### config.mk
export PLATFORM = sky130hd
export DESIGN_NAME = voice_mix_sequencer
export DESIGN_NICKNAME = d
export VERILOG_FILES = /design/src/rtl/voice_mix_sequencer.sv
export SDC_FILE = /design/constraint.sdc
export NUM_CORES = 1
export LEC_CHECK = 0
export BUFFER_PORTS_ARGS = -buffer_cell sky130_fd_sc_hd__buf_4
export CORE_ASPECT_RATIO = 0.75
export CORE_MARGIN = 2
export CORE_UTILIZATION = 45
export CTS_CLUSTER_SIZE = 30
export DETAILED_ROUTE_END_ITERATION = 6
export PLACE_DENSITY = 0.71
export SYNTH_ARGS = -nofsm -noshare
export SYNTH_HDL_FRONTEND = slang
export SYNTH_SLANG_ARGS = --single-unit
### constraint.sdc
create_clock -name ctl_clk -period 10.2 [get_ports ctl_clk]
set_input_delay 0 -clock ctl_clk [delete_from_list [all_inputs] [get_ports ctl_clk]]
set_output_delay 0 -clock ctl_clk [all_outputs]
set_load 0.05 [all_outputs]
### src/rtl/voice_mix_sequencer.sv
// voice_mix_sequencer
//   Once per sample tick, scales each voice sample by its gain through a single
//   shared multiplier (trigger/ready/done handshake), accumulates the products
//   in a widened signed accumulator and emits one saturated mixed sample.
//
// Ports
//   ctl_clk, reset        clock, synchronous active-high reset
//   start                 sample tick, accepted only when idle
//   voice_sample/gain     NUM_VOICES packed signed words, voice k at [k*C_WIDTH +: C_WIDTH]
//   busy                  high from the cycle after start is accepted until the mix completes
//   mix_out/mix_valid     saturated mix and its one-cycle valid pulse
//   overflow              set with mix_valid when the mix was clamped
//   err                   one-cycle pulse when the multiplier fails to answer in time
//   mul_a/mul_b/mul_trigger   multiplier operands and start
//   mul_ready/mul_done/mul_y  multiplier status and result
module voice_mix_sequencer #(
  parameter int C_WIDTH    = 16,
  parameter int NUM_VOICES = 4,
  parameter int TIMEOUT    = 64
) (
  input  logic                          ctl_clk,
  input  logic                          reset,
  input  logic                          start,
  input  logic [NUM_VOICES*C_WIDTH-1:0] voice_sample,
  input  logic [NUM_VOICES*C_WIDTH-1:0] voice_gain,
  output logic                          busy,
  output logic [C_WIDTH-1:0]            mix_out,
  output logic                          mix_valid,
  output logic                          overflow,
  output logic                          err,
  output logic [C_WIDTH-1:0]            mul_a,
  output logic [C_WIDTH-1:0]            mul_b,
  output logic                          mul_trigger,
  input  logic                          mul_ready,
  input  logic                          mul_done,
  input  logic [C_WIDTH-1:0]            mul_y
);

  // One guard bit beyond log2(voices) so the running sum can never wrap.
  localparam int AW = C_WIDTH + $clog2(NUM_VOICES) + 1;
  localparam int VW = (NUM_VOICES > 1) ? $clog2(NUM_VOICES) : 1;
  localparam int TW = $clog2(TIMEOUT + 1);
  localparam logic [VW-1:0] LAST_V = VW'(NUM_VOICES - 1);
  localparam logic [TW-1:0] LAST_W = TW'(TIMEOUT - 1);
  localparam logic signed [AW-1:0] SMAX = {{(AW-C_WIDTH+1){1'b0}}, {(C_WIDTH-1){1'b1}}};
  localparam logic signed [AW-1:0] SMIN = ~SMAX;

  typedef enum logic [1:0] {IDLE, ISSUE, WAIT, OUTPUT} state_t;

  state_t                    state;
  logic [VW-1:0]             vidx;
  logic [VW-1:0]             vnext;
  logic [TW-1:0]             wcnt;
  logic signed [C_WIDTH-1:0] smp  [NUM_VOICES];
  logic signed [C_WIDTH-1:0] gain [NUM_VOICES];
  logic signed [AW-1:0]      acc;
  logic signed [AW-1:0]      mul_y_x;
  logic signed [AW-1:0]      acc_sum;
  logic [C_WIDTH:0]          sat_res;

  // Returns {clamped, value}: value limited to the C_WIDTH signed range.
  function automatic logic [C_WIDTH:0] saturate(input logic signed [AW-1:0] v);
    if (v > SMAX)
      return {1'b1, 1'b0, {(C_WIDTH-1){1'b1}}};
    else if (v < SMIN)
      return {1'b1, 1'b1, {(C_WIDTH-1){1'b0}}};
    else
      return {1'b0, v[C_WIDTH-1:0]};
  endfunction

  assign mul_y_x     = {{(AW-C_WIDTH){mul_y[C_WIDTH-1]}}, mul_y};
  assign acc_sum     = acc + mul_y_x;
  assign sat_res     = saturate(acc_sum);
  assign vnext       = vidx + VW'(1);
  assign mul_trigger = (state == ISSUE) && mul_ready;

  always_ff @(posedge ctl_clk) begin
    if (reset) begin
      state     <= IDLE;
      busy      <= 1'b0;
      mix_out   <= '0;
      mix_valid <= 1'b0;
      overflow  <= 1'b0;
      err       <= 1'b0;
      mul_a     <= '0;
      mul_b     <= '0;
      vidx      <= '0;
      wcnt      <= '0;
    end else begin
      mix_valid <= 1'b0;
      err       <= 1'b0;
      case (state)
        IDLE: begin
          if (start) begin
            for (int k = 0; k < NUM_VOICES; k++) begin
              smp[k]  <= voice_sample[k*C_WIDTH +: C_WIDTH];
              gain[k] <= voice_gain[k*C_WIDTH +: C_WIDTH];
            end
            // Operands for voice 0 come straight from the inputs so they are
            // stable on the very first ISSUE cycle.
            mul_a <= voice_sample[C_WIDTH-1:0];
            mul_b <= voice_gain[C_WIDTH-1:0];
            acc   <= '0;
            vidx  <= '0;
            busy  <= 1'b1;
            state <= ISSUE;
          end
        end
        ISSUE: begin
          if (mul_ready) begin
            wcnt  <= '0;
            state <= WAIT;
          end
        end
        WAIT: begin
          if (mul_done) begin
            acc <= acc_sum;
            if (vidx == LAST_V) begin
              // Result is registered on the way into OUTPUT so mix_valid is
              // visible during the OUTPUT cycle itself.
              mix_out   <= sat_res[C_WIDTH-1:0];
              overflow  <= sat_res[C_WIDTH];
              mix_valid <= 1'b1;
              state     <= OUTPUT;
            end else begin
              vidx  <= vnext;
              mul_a <= smp[vnext];
              mul_b <= gain[vnext];
              state <= ISSUE;
            end
          end else if (wcnt == LAST_W) begin
            err   <= 1'b1;
            busy  <= 1'b0;
            state <= IDLE;
          end else begin
            wcnt <= wcnt + TW'(1);
          end
        end
        OUTPUT: begin
          busy  <= 1'b0;
          state <= IDLE;
        end
        default: state <= IDLE;
      endcase
    end
  end

endmodule

### After elaboration in Yosys (flattened, before gate mapping)

Memories as Yosys holds them, arrays and structs flattened.
Cells that the tools add are included.

| word-level totals | value |
|---|---|
| flip-flop bits (word level) | 82 |
| RAM bits | 128 |
| input bits | 149 |
| output and inout port bits | 53 |
| word-level logic and storage cells | 84 |
| memories kept | 2 |

Memory list:

| name | words | width | read ports | clocked after Yosys merged registers in | wr ports | RTL line | text |
|---|---|---|---|---|---|---|---|
| gain | 4 | 16 | 1 | 0 | 4 | 55 | `logic signed [C_WIDTH-1:0] gain [NUM_VOICES];` |
| smp | 4 | 16 | 1 | 0 | 4 | 54 | `logic signed [C_WIDTH-1:0] smp [NUM_VOICES];` |

| operators by class | value |
|---|---|
| add/subtract/negate cells | 3 |
| magnitude comparators | 2 |
| eq/ne operators | 13 |
| muxes and demuxes | 37 |
| bitwise gates (word level) | 3 |
| reduce and logical (&&, ||, !) cells | 13 |

Operators by type and width:

| operator | count |
|---|---|
| $mux W16 | 6 |
| $pmux W16 S2 | 2 |
| $mux W19 | 2 |
| $pmux W19 S2 | 1 |
| $mux W17 | 2 |
| $mux W7 | 3 |
| $add A19 B16 Y19 | 1 |
| $gt A19 B16 Y1 const B | 1 |
| $lt A19 B16 Y1 const B | 1 |
| $mux W2 | 8 |
| $reduce_and A4 Y1 | 4 |
| $ne A2 B2 Y1 const B | 7 |
| $pmux W7 S2 | 1 |
| $mux W1 | 9 |
| $pmux W2 S4 | 1 |
| $add A7 B1 Y7 const B | 1 |
| $eq A7 B6 Y1 const B | 1 |
| $eq A2 B2 Y1 const B | 3 |
| $reduce_and A3 Y1 | 2 |
| $reduce_or A3 Y1 | 2 |
| $pmux W2 S2 | 1 |
| $reduce_bool A2 Y1 | 2 |
| $ne A3 B3 Y1 const B | 1 |
| $not A1 Y1 | 3 |
| 6 further kinds | 6 |

### Logic depth before layout (Yosys ltp)

An unclocked memory read counts as a cell.

| depth | value |
|---|---|
| word-level depth | 5 |
| mapped depth | 13 |
| depth with buffers taken out | 11 |

### Worst setup path before layout

OpenSTA, ideal clock, no wires.

| timing | value |
|---|---|
| path kind | register to register |
| start point | register state[0] |
| end point | memory gain[0][0] (enable) |
| setup time | 0.772 ns |
| data arrival time | 9.159 ns |
| required time | 9.428 ns |
| slack | 0.269 ns |
| cell stages (with the launch flop) | 3 |
| buffers on the path | 1 |
| clock period less this slack | 9.931 ns |
| path through | dfxtp_1 > clkbuf_1 > nor3_1 |

RTL lines:

| element | RTL line | text |
|---|---|---|
| from (decl) | 50 | `state_t state;` |
| from (signal assigned) | 79 | `state <= IDLE;` |
| from (signal assigned) | 106 | `state <= ISSUE;` |
| from (signal assigned) | 112 | `state <= WAIT;` |
| to (decl) | 55 |  |

### Worst setup path in the final report

| timing | value |
|---|---|
| start point | register acc[0] |
| end point | register mix_out[11] |

| on the way | value |
|---|---|
| longest elaborated chain between the ends | 4 |
| elaborated cells between the ends (all ways) | 5 |
| classes of those cells | add/sub (1); order compare (2); mux (2) |

RTL lines:

| element | RTL line | text |
|---|---|---|
| from (decl) | 56 | `logic signed [AW-1:0] acc;` |
| from (signal assigned) | 117 | `acc <= acc_sum;` |
| $add A19 B16 Y19 (*) | 72 | `assign acc_sum = acc + mul_y_x;` |
| $lt A19 B16 Y1 | 65 | `else if (v < SMIN)` |
| $mux W17 | 65 |  |
| $mux W17 (*) | 63 | `if (v > SMAX)` |
| to (signal assigned) | 121 | `mix_out <= sat_res[C_WIDTH-1:0];` |
| to (decl) | 27 | `output logic [C_WIDTH-1:0] mix_out,` |

Every way passes the cells marked *; elsewhere a longest branch is shown, timed or not.
A chain may end at the register's enable or synchronous reset.

==> flow_summary.ini <==
[drt]
wl_met2_mm = 11.9
num_vias = 6767
top_layer = met4
drtIter0Drc = 500
via_per_inst = 5.49
drtAntennaViolNets = 0
wirelength_mm = 24.8
wl_met3_mm = 1.76
route.detailed.drc = 0
drtPass1Iterations = 5
wire_per_inst_um = 20.1
wirelength_met1_mm = 10.5

[logic_synthesis]
synth.cell_area_um2 = 8870
syn-num-nets = 811
yosysUniqueCellTypes = 55
avgSynthCellArea_um2 = 13.8
ys_seq_area_frac = 0.640
ys_ff_latch = 210
synthCells = 641
synth-async-reset-ratio = 0
yosysWarnings = 0
synth_ff_type = edfxtp_1
synth_edf_count = 147

[global_routing]
grtUsageTotal = 0.231
antenna_found_initial = 2
grt.overflow.total = 0
first_global_vias = 6977
grt_max_degree = 69
grt_pass1_wl_mm = 38.0

[finish]
area_growth_pct = 43.7
nFillCells = 1326
final_area_um2 = 12800
instances_no_fill = 1233
drive_above_1_share = 0.308
final_nets = 1132

[floorplan]
fp.dieH_um = 126
pin_count = 202
core_region_area_um2 = 19300
row_count = 44
die_area_um2 = 20900
fp.dieW_um = 166
start_util = 0.459

[cts]
cts_buffers = 22
clkTransAtPathRegs_ns = 0.06
cts_buffer_depth = 3
htreeDepth = 1
cts_tree = built
cts.repair.resized = 0
clock_latency_ns = 0.51
clockRootBuffer = clkbuf_16
clock-sinks = 210

[sta]
fin_crit_sh = 0.325
slew_viol_final = 0
setup_tns_ns = 0
hold_violations = 0
finalClockSkew_ns = 0.0217
slew_headroom = 0.259
min_period_ns = 3.31
rsz0062_at_grt = no
worst_pin_slew_ns = 1.11
holdWs_ns = 0.0299
fmax_ghz = 0.302
setup_viol = 0

[outcome]
status = completed

[power]
power.density_nw_per_um2 = 173
p_total_mw = 2.21
total_leakage_power_nw = 4.81
irDropWorstVdd_v = 0.000137

[critical_path]
arrival_ns = 3.66
cp.required_ns = 10.55
path_class = register to register
start_kind = register
cp_max_fo = 13
r2r_cells = 11
setup.worst_path.end_class = register

[placement]
place_inst = 1060
io_buffers = 201
place_hpwl_mm = 14.2
place_area_um2 = 10600
routabilityCongestion = 0.895

[worst_hold_path]
hold_class = primary input to register
hold_depth = 5

[run]
cap_violations = 0
-- per-stage QoR --
| step | worst slack (ns) | util |
|---|---|---|
| finish | 6.89 | 0.660 |
| floorplan | 0.269 | - |
| global placement | 6.99 | 0.549 |
| global route | 6.64 | 0.660 |
| CTS | 6.93 | 0.660 |
| detailed placement | 6.95 | 0.549 |
-- report_power, final --
| part | total [mW] | internal, mW | leakage (nW) | switching [mW] |
|---|---|---|---|---|
| combinational | 0.320 | 0.143 | 2.52 | 0.176 |
| sequential | 0.973 | 0.957 | 1.88 | 0.0159 |
| clock | 0.918 | 0.578 | 0.405 | 0.340 |
| total | 2.21 | 1.68 | 4.81 | 0.532 |
-- worst paths after layout --
kind	slack, ns	start	end
setup reg to reg	6.89	acc[0]$_SDFFCE_PN0P_	mix_out[11]$_SDFFE_PP0P_
hold / removal	0.03	start	busy$_SDFFE_PP0P_
hold reg to reg	0.44	wcnt[6]$_SDFFE_PP0P_	wcnt[6]$_SDFFE_PP0P_
setup / recovery	6.89	acc[0]$_SDFFCE_PN0P_	mix_out[11]$_SDFFE_PP0P_
-- cell usage in the layout (no fill, tap or decap), types with 19 or more instances in the layout --
cell type	instances
a21oi_1	58
buf_4	208
clkbuf_16	22
dfxtp_1	62
dlygate4sd3_1	131
edfxtp_1	147
ha_1	19
mux4_2	32
nand2_1	52
nor2_1	51
o221ai_1	32
-- Yosys cell counts (8+ instances only) --
master    count  area, um2
ha_1         20        250
a21oi_1      59        295
dfxtp_1      63       1260
clkbuf_1     32        120
a211oi_2     11        138
o221ai_1     32        280
nor2_1       51        191
nand2_1      52        195
mux4_2       32        721
xor2_1       12        105
inv_1         8       30.0
edfxtp_1    147       4410
nand3_1       8       40.0
o21ai_0      14       70.1
o21bai_1     10       75.1
-- kinds of logic after synthesis --
kind of cell / Yosys count / synth area share
flip-flops: 210 / 0.640
AO/OA/AOI/OAI: 162 / 0.130
AND/OR/NAND/NOR: 146 / 0.0746
buffers and inverters: 50 / 0.0235
multiplexers: 34 / 0.0835
adder cells (fa/ha/maj): 21 / 0.0305
XOR/XNOR: 18 / 0.0186
-- timing repair --
item / CTS / global route
buffers inserted: 0 / 0
hold endpoints to repair: 166 / 0
hold buffers: 131 / 0
-- critical path: stages (launching register included) --
cell and delay, ns:
edfxtp_1 0.33, ha_1 0.20, inv_1 0.07, fa_1 0.40, nor2b_1 0.16, o211ai_1 0.17, a21o_1 0.20, o21ai_0 0.27
xnor2_2 0.20, nand3_1 0.22, a21oi_2 0.75, a211oi_1 0.18
-- sequential cells by signal (all words and copies together), names as in the netlist --
register	cells
acc	19
mix_valid	1
wcnt	7
overflow	1
vidx	2
mul_b	16
gain	64
mul_a	16
state	2
mix_out	16
busy	1
err	1
smp	64
-- cell type report --
cell class / count / area, um2 / share of cell area
Clock buffer: 26 / 566 / 0.0443
Clock inverter: 14 / 265 / 0.0208
Timing Repair Buffer: 339 / 2870 / 0.225
Inverter: 8 / 30.0 / 0.00235
Antenna cell: 2 / 5.00 / 0.000392
Multi-Input combinational cell: 381 / 3020 / 0.237
Sequential cell: 210 / 5680 / 0.445
Tap cell: 253 / 317 / 0.0248
-- routing by layer --
layer / vias up / GRT usage
li1: 3118 / -
met1: 3275 / 0.311
met2: 328 / 0.390
met3: 46 / 0.0421
met4: 0 / 0.0650
met5: - / 0
Note: power is estimated with default switching activity, not from simulation.
